`src/rtl/cdtimer.sv`:
```
// cdtimer: memory-mapped countdown timer with a level interrupt.
//   BASE_ADDR   : 16-bit count register, decremented once per tick.
//   BASE_ADDR+2 : config register, bit0 IF (expired flag), bit1 IE (enable).
// A prescaler divides clk down to TICK_HZ. When count goes 1->0, IF is set.
// irq = IF & IE.
// Optional feature macro: CDTIMER_AUTORELOAD_EN. When defined, every count
// write is also stored in a reload latch. On expiry, count reloads from that
// latch instead of stopping at 0.
`ifndef ADDR_WIDTH
`define ADDR_WIDTH 16
`endif

module cdtimer #(
  parameter int                      CLOCK_HZ  = 27_000_000,
  parameter int                      TICK_HZ   = 1000,
  parameter logic [`ADDR_WIDTH-1:0]  BASE_ADDR = 'h002
) (
  input  logic                   clk,
  input  logic                   rst_n,
  input  logic [`ADDR_WIDTH-1:0] mem_addr,
  input  logic                   rd_mem,
  input  logic                   wr_mem,
  input  logic                   byt,
  input  logic [15:0]            wr_data,
  output logic [15:0]            rd_data,
  output logic                   irq
);

  localparam int               AW           = `ADDR_WIDTH;
  localparam int               DIV          = CLOCK_HZ / TICK_HZ;
  localparam int               PW           = (DIV > 1) ? $clog2(DIV) : 1;
  localparam logic [PW-1:0]    PRESC_RELOAD = PW'(DIV - 1);
  localparam logic [AW-1:0]    CFG_ADDR     = BASE_ADDR + AW'(2);

  // Bus handshake: rd_mem and wr_mem are single-cycle qualifiers. The bus
  // never stalls. A read sampled on edge N returns data after that edge, so
  // the data is valid for the whole of cycle N+1. In every other cycle
  // rd_data is 0, so several peripherals can be OR-ed onto one bus.
  // A write is committed on the edge where wr_mem is sampled high.

  logic [15:0]   count_q, count_nxt;
  logic          if_q, if_nxt;
  logic          ie_q, ie_nxt;
  logic [PW-1:0] presc_q;
  logic          tick;
  logic          expire;
  logic          sel_cnt, sel_cfg;
  logic          lane_lo_en, lane_hi_en;
  logic          wr_cnt, wr_cfg;
  logic [15:0]   cnt_wr_val;

`ifdef CDTIMER_AUTORELOAD_EN
  logic [15:0]   reload_q;
`endif

  // Decode ignores bit 0; that bit only picks the byte lane.
  assign sel_cnt    = (mem_addr[AW-1:1] == BASE_ADDR[AW-1:1]);
  assign sel_cfg    = (mem_addr[AW-1:1] == CFG_ADDR[AW-1:1]);
  assign lane_lo_en = ~byt | ~mem_addr[0];
  assign lane_hi_en = ~byt |  mem_addr[0];
  assign wr_cnt     = wr_mem & sel_cnt;
  // Config has no writable bits in the upper lane. A lane-1 byte write is a no-op.
  assign wr_cfg     = wr_mem & sel_cfg & lane_lo_en;

  assign cnt_wr_val = {lane_hi_en ? wr_data[15:8] : count_q[15:8],
                       lane_lo_en ? wr_data[7:0]  : count_q[7:0]};

  assign tick = (presc_q == '0);
  assign irq  = if_q & ie_q;

  // Prescaler: free-running divider, restarted by any count write.
  always_ff @(posedge clk or negedge rst_n) begin
    if (!rst_n)          presc_q <= PRESC_RELOAD;
    else if (wr_cnt)     presc_q <= PRESC_RELOAD;
    else if (tick)       presc_q <= PRESC_RELOAD;
    else                 presc_q <= presc_q - PW'(1);
  end

  // Next-state for count and flags. A count write beats a tick. Expiry beats
  // a software clear of IF.
  always_comb begin
    count_nxt = count_q;
    if_nxt    = if_q;
    ie_nxt    = ie_q;
    expire    = 1'b0;
    if (wr_cnt) begin
      count_nxt = cnt_wr_val;
    end else if (tick && (count_q != 16'd0)) begin
      count_nxt = count_q - 16'd1;
      if (count_q == 16'd1) begin
        expire = 1'b1;
`ifdef CDTIMER_AUTORELOAD_EN
        count_nxt = reload_q;
`endif
      end
    end
    if (wr_cfg) begin
      if_nxt = wr_data[0];
      ie_nxt = wr_data[1];
    end
    if (expire) if_nxt = 1'b1;
  end

  // Timer state registers.
  always_ff @(posedge clk or negedge rst_n) begin
    if (!rst_n) begin
      count_q <= 16'd0;
      if_q    <= 1'b0;
      ie_q    <= 1'b0;
    end else begin
      count_q <= count_nxt;
      if_q    <= if_nxt;
      ie_q    <= ie_nxt;
    end
  end

`ifdef CDTIMER_AUTORELOAD_EN
  // Reload latch: holds the value last written to count.
  always_ff @(posedge clk or negedge rst_n) begin
    if (!rst_n)      reload_q <= 16'd0;
    else if (wr_cnt) reload_q <= cnt_wr_val;
  end
`endif

  // Registered read port. It captures the pre-write value when a read and a
  // write hit the same register in one cycle.
  always_ff @(posedge clk or negedge rst_n) begin
    if (!rst_n)                 rd_data <= 16'd0;
    else if (rd_mem && sel_cnt) rd_data <= count_q;
    else if (rd_mem && sel_cfg) rd_data <= {14'd0, ie_q, if_q};
    else                        rd_data <= 16'd0;
  end

endmodule

```
`config.mk`:
```
export PLATFORM = sky130hd
export DESIGN_NAME = cdtimer
export DESIGN_NICKNAME = d
export VERILOG_FILES = /design/src/rtl/cdtimer.sv
export SDC_FILE = /design/constraint.sdc
export NUM_CORES = 1
export LEC_CHECK = 0
export CORE_MARGIN = 2
export CORE_UTILIZATION = 40
export CTS_BUF_LIST = sky130_fd_sc_hd__clkbuf_4 sky130_fd_sc_hd__clkbuf_8 sky130_fd_sc_hd__clkbuf_16
export CTS_CLUSTER_DIAMETER = 60
export DETAILED_ROUTE_END_ITERATION = 8
export PLACE_DENSITY_LB_ADDON = 0.3
export SYNTH_ARGS = -nofsm -noshare
export SYNTH_HDL_FRONTEND = slang
export SYNTH_SLANG_ARGS = --single-unit
```
`constraint.sdc`:
```
create_clock -name clk -period 2.42 [get_ports clk]
set_input_delay 0.484 -clock clk [delete_from_list [all_inputs] [get_ports clk]]
set_output_delay 0.484 -clock clk [all_outputs]
set_load 0.005 [all_outputs]
```
* Word-level counts from Yosys, hierarchy flattened *
Index checks and enable logic that the tools add are counted.

cells by class
  equal/unequal tests = 5
  mux-type cells = 13
  reduce and logical (&&, ||, !) cells = 9
  $add $sub $neg = 2
  bitwise logic cells = 8

operators by type and width
  kind                                                                  number
  16-bit two-way mux                                                    3
  15-bit two-way mux                                                    2
  16-bit by 1-bit == test with 1-bit output, second input constant      1
  8-bit two-way mux                                                     2
  16-bit nonzero test                                                   1
  16-bit by 1-bit subtractor with 16-bit output, second input constant  1
  15-bit by 1-bit == test with 1-bit output, second input constant      1
  15-bit by 2-bit == test with 1-bit output, second input constant      1
  15-bit logical NOT                                                    1
  15-bit by 1-bit subtractor with 15-bit output, second input constant  1
  1-bit two-way mux                                                     5
  1-bit bitwise AND                                                     4
  2-bit inequality test, second input constant                          2
  2-bit AND reduction                                                   2
  2-bit nonzero test                                                    2
  1-bit logical AND                                                     3
  2-bit two-way mux                                                     1
  1-bit inverter                                                        2
  1-bit OR                                                              2

word-level totals
  input bits = 37
  output and inout port bits = 17
  word-level logic and storage cells = 43
  register bits = 49

* Longest topological paths before layout *
  word-level depth = 5
  gate-level depth with buffers = 7
  depth with buffers taken out = 7

* Worst setup path before layout *
OpenSTA, ideal clock, no wires.

  kind = register -> register
  from = register count_q[0]
  to = register count_q[10]
  slack = 0.288 ns
  period minus slack after synthesis = 2.132 ns
  path buffers = 0
  required time = 2.294 ns
  stages on the path, launching flop included = 8
  arrival = 2.006 ns
  setup time = 0.126 ns
  path through = dfrtp_1 inv_1 ha_1 or4b_1 nor2_2 o2111ai_4 o311a_1 a221o_1

between the ends
  cells in the longest elaborated chain, start to end = 4
  elaborated cells between the ends (all ways) = 7
  those cells by class = 1 x add/sub; 2 x mux; 4 x reduce/logical

RTL lines
  item                                                                                                   RTL line  text
  start: declaration                                                                                     41        logic [15:0] count_q, count_nxt;
  start signal: assignment                                                                               111       count_q <= count_nxt;
  parallel branches: the longest is 4 deep, another holds 16-bit by 1-bit subtractor with 16-bit output  --

Parallel ways; which one is timed is not known. The select of a mux whose other input is x is not followed.
A chain may end at the register's enable or synchronous reset.

* Worst setup path after layout *
  from = input mem_addr[10]
  to = register count_q[10]

between the ends
  cells in the longest elaborated chain, start to end = 4
  elaborated cells between the ends (all ways) = 6
  those cells by class = 2 x eq/ne; 1 x mux; 1 x bitwise; 2 x reduce/logical

RTL lines
  item                                                                          RTL line  text
  start: declaration                                                            20        input logic [`ADDR_WIDTH-1:0] mem_addr,
  15-bit by 1-bit == test with 1-bit output (*)                                 57        assign sel_cnt = (mem_addr[AW-1:1] == BASE_ADDR[AW-1:1]);
  1-bit bitwise AND (*)                                                         61        assign wr_cnt = wr_mem & sel_cnt;
  2-bit inequality test (no line) / 2-bit nonzero test (equally long branches)  --
  2-bit AND reduction (no line)                                                 --

Every way passes the cells marked *; elsewhere a longest branch is shown, timed or not.

==> results.md <==
* Status: finished, final reports clean
* Max VDD drop at 0.361 mV
* Synth cell types at 56
* # port buffers at 53
* CP max stage delay at 440 ps
* Crit path cell chain: clkdlybuf4s50_1 > nor4b_1 > and4_1 > nand3_1 > o311a_1 > a221o_1
* Vias in the first global route at 2309
* Initial Util at 0.411
* Critical Path Fanout Max at 7
* Commonest non-fill, non-tap cells in the layout: clkdlybuf4s50_1, dfrtp_1, buf_4
* Startpoint type of the worst setup path: input pin
* Avg WL per Cell at 15.8 microns
* Diodes inserted at 0
* Pint at 1190 uW
* First drt pass iteration count at 4
* Clk Latency, worst-skew pair at 300 ps
* Clk network pwr share at 0.309
* Root Buffer: clkbuf_8
* Final hold viol count at 0
* Reg2reg path depth at 7
* Largest net degree at the start of global routing at 25
* Antenna violations before repair at 0
* Final Max Tran Viols at 0
* Layout cells sized above 1 at 0.176
* DRC viols at 0
* Switching share of total power at 0.260
* Final Cycle Share at 0.919
* Clock H-tree levels at 2
* Post-route insts no fill at 418
* Most common cell after layout, fill and taps aside: clkdlybuf4s50_1
* Worst rel slew slack at 0.610
* Placement row count at 29
* Pwr dens at 461 nW/um^2
* Tot Pwr at 1610 uW
* Antenna viol nets, final at 0
* Sequential power share at 0.577
* Clock period minus worst slack at 2220 ps
* Number of nets in the layout at 381
* Hold WC Path Type: in2async
* R2r endpoint: count_q[10]
* Routed WL at 6.59 mm
* Sequential element share of the synthesized area at 0.477
* Setup TNS at 0 ps
* Vias per Instance at 5.61
* Maximum clock frequency at 450 MHz
* Via count at 2344
* Synthesized Nets at 300
* Layout area overhead at 34.4%
* Number of flops mapped to enable cells by yosys at 0
* Setup ws final at 196 ps
* Max cap viols at 0
* Slew at the pin with the worst max-slew slack at 580 ps
* # hold bufs at CTS at 0
* Clk buf depth at 2
* First-pass GRT wire length at 11.0 mm
* Clock sinks at 49
* Static Leak at 0.00142 uW
* Cells after synthesis at 259
* Die Width at 84.5 microns
* FF+latch count, synth at 49
* Ys async rst share at 1.00
* CTS tree: done
* Primary FF master, synth: dfrtp_1
* Dpl cells at 410
* Clock-pin slew on the worst setup and hold paths at 90 ps
* Worst Path Arrival at 2420 ps
* Num ports at 54
* DIE AREA at 7150 sq um
* Multi-input logic area at 1320 sq um
* Unrepaired setup endpoints after global routing: false
* WS Path Type: in2reg
* Post-DP HPWL at 5.08 mm
* TritonCTS Buffers at 5
* Setup Skew at 9.36 ps
* Worst R2R Setup Slack at 260 ps
* Starting DRT DRC Count at 141
* Req. time, crit path at 2610 ps
* Post-Syn Area per Cell at 10.0 sq um
* GP Congestion at 0.881
* Net Switching at 418 uW
* Register area at 1240 sq um
* Critical Path End Type: flop
* All-Layer GR Usage at 0.189
* GRT overflow at 0
* CORE AREA at 6310 sq um
* FILL cells at 602
* Reg-to-Reg Start: count_q[1]
* # setup viols final at 0
* Cell Area, Synth at 2590 sq um
* Slowest cell on the critical path: nor4b_1
* Die Ht at 84.5 microns
* Worst slack, placed at -80.7 ps
* Gate power share at 0.114
* Ys Warns at 0
## metrics by stage
stage	utilization	area [sq um]	hold slack, ps
3_3_place_gp	0.537	3390	448
6_report	0.553	3490	162
4_1_cts	0.552	3480	175
5_1_grt	0.553	3490	202
2_1_floorplan	-	2590	188
3_5_place_dp	0.537	3390	461
## layer usage
| metal | share of wire | GRT usage | vias to the layer above |
|---|---|---|---|
| li1 | - | - | 1134 |
| met1 | 0.45 | 0.259 | 1128 |
| met2 | 0.48 | 0.313 | 75 |
| met3 | 0.056 | 0.0324 | 7 |
| met4 | 0.012 | 0.0505 | 0 |
| met5 | 0 | 0 | - |
## power by group through the flow
stage / logic [uW] / registers, uW / clock network (uW)
after floorplan: 74.5 / 931 / 0
after global placement: 181 / 940 / 0
after detailed placement: 185 / 942 / 0
after CTS: 185 / 927 / 504
after global routing: 204 / 936 / 539
final: 183 / 929 / 498
## Yosys cell counts, types with 3 or more instances
cell      number  area [sq um]
dfrtp_1       39           976
nor2_1        24          90.1
nand2_1       23          86.3
and2_1        16           100
nand3_1       14          70.1
dfstp_2       10           263
nand4_1        9          56.3
nor3_1         9          45.0
a21oi_1        8          40.0
or3_1          8          50.1
nor4_1         7          43.8
o211ai_1       7          52.6
o21ai_0        7          35.0
nor4b_1        5          43.8
a211oi_1       4          30.0
ha_1           4          50.1
inv_1          4          15.0
a31oi_1        3          18.8
clkbuf_1       3          11.3
mux2i_1        3          30.0
xnor2_1        3          26.3
xor2_1         3          26.3
## worst max-delay path, delay by kind of cell
family,cells,cell delay [ps]
AOI/OAI and AO/OA,2,450
and+or+nand+nor,3,1070
buffers and inverters,1,420
## worst max-delay path by stage
stage	startpoint	endpoint	slack, ps	depth (start not counted)
after floorplan	count_q[0]	count_q[10]	290	7
after global placement	mem_addr[11]	count_q[12]	-20	7
after detailed placement	mem_addr[10]	count_q[10]	-80	6
after CTS	presc_q[0]	count_q[1]	190	8
after global routing	presc_q[0]	count_q[1]	30	8
final	mem_addr[10]	count_q[10]	200	6
## timing repair
item                       CTS  global route
buffers inserted             0             0
gates resized for setup      0             1
setup endpoints to repair    0             4
## registers in the layout, indices dropped and copies added (netlist names)
name / count
count_q: 16
ie_q: 1
if_q: 1
presc_q: 15
rd_data: 16
## area by class of cell
| type | count | share of cell area |
|---|---|---|
| Multi-Input combinational cell | 200 | 0.378 |
| Clock buffer | 6 | 0.0219 |
| Tap cell | 77 | 0.0276 |
| Timing Repair Buffer | 80 | 0.209 |
| Inverter | 4 | 0.00430 |
| Sequential cell | 49 | 0.355 |
| Clock inverter | 2 | 0.00430 |
## logic make-up after synthesis
family | count (synthesis) | share of synthesized area
and+or+nand+nor | 136 | 0.302
AOI/OAI and AO/OA | 50 | 0.149
DFF | 49 | 0.477
buffers and inverters | 10 | 0.0169
xor gates and xnor gates | 6 | 0.0203
muxes | 4 | 0.0159
adders and majority gates | 4 | 0.0193
(Power assumes the default switching activity.)
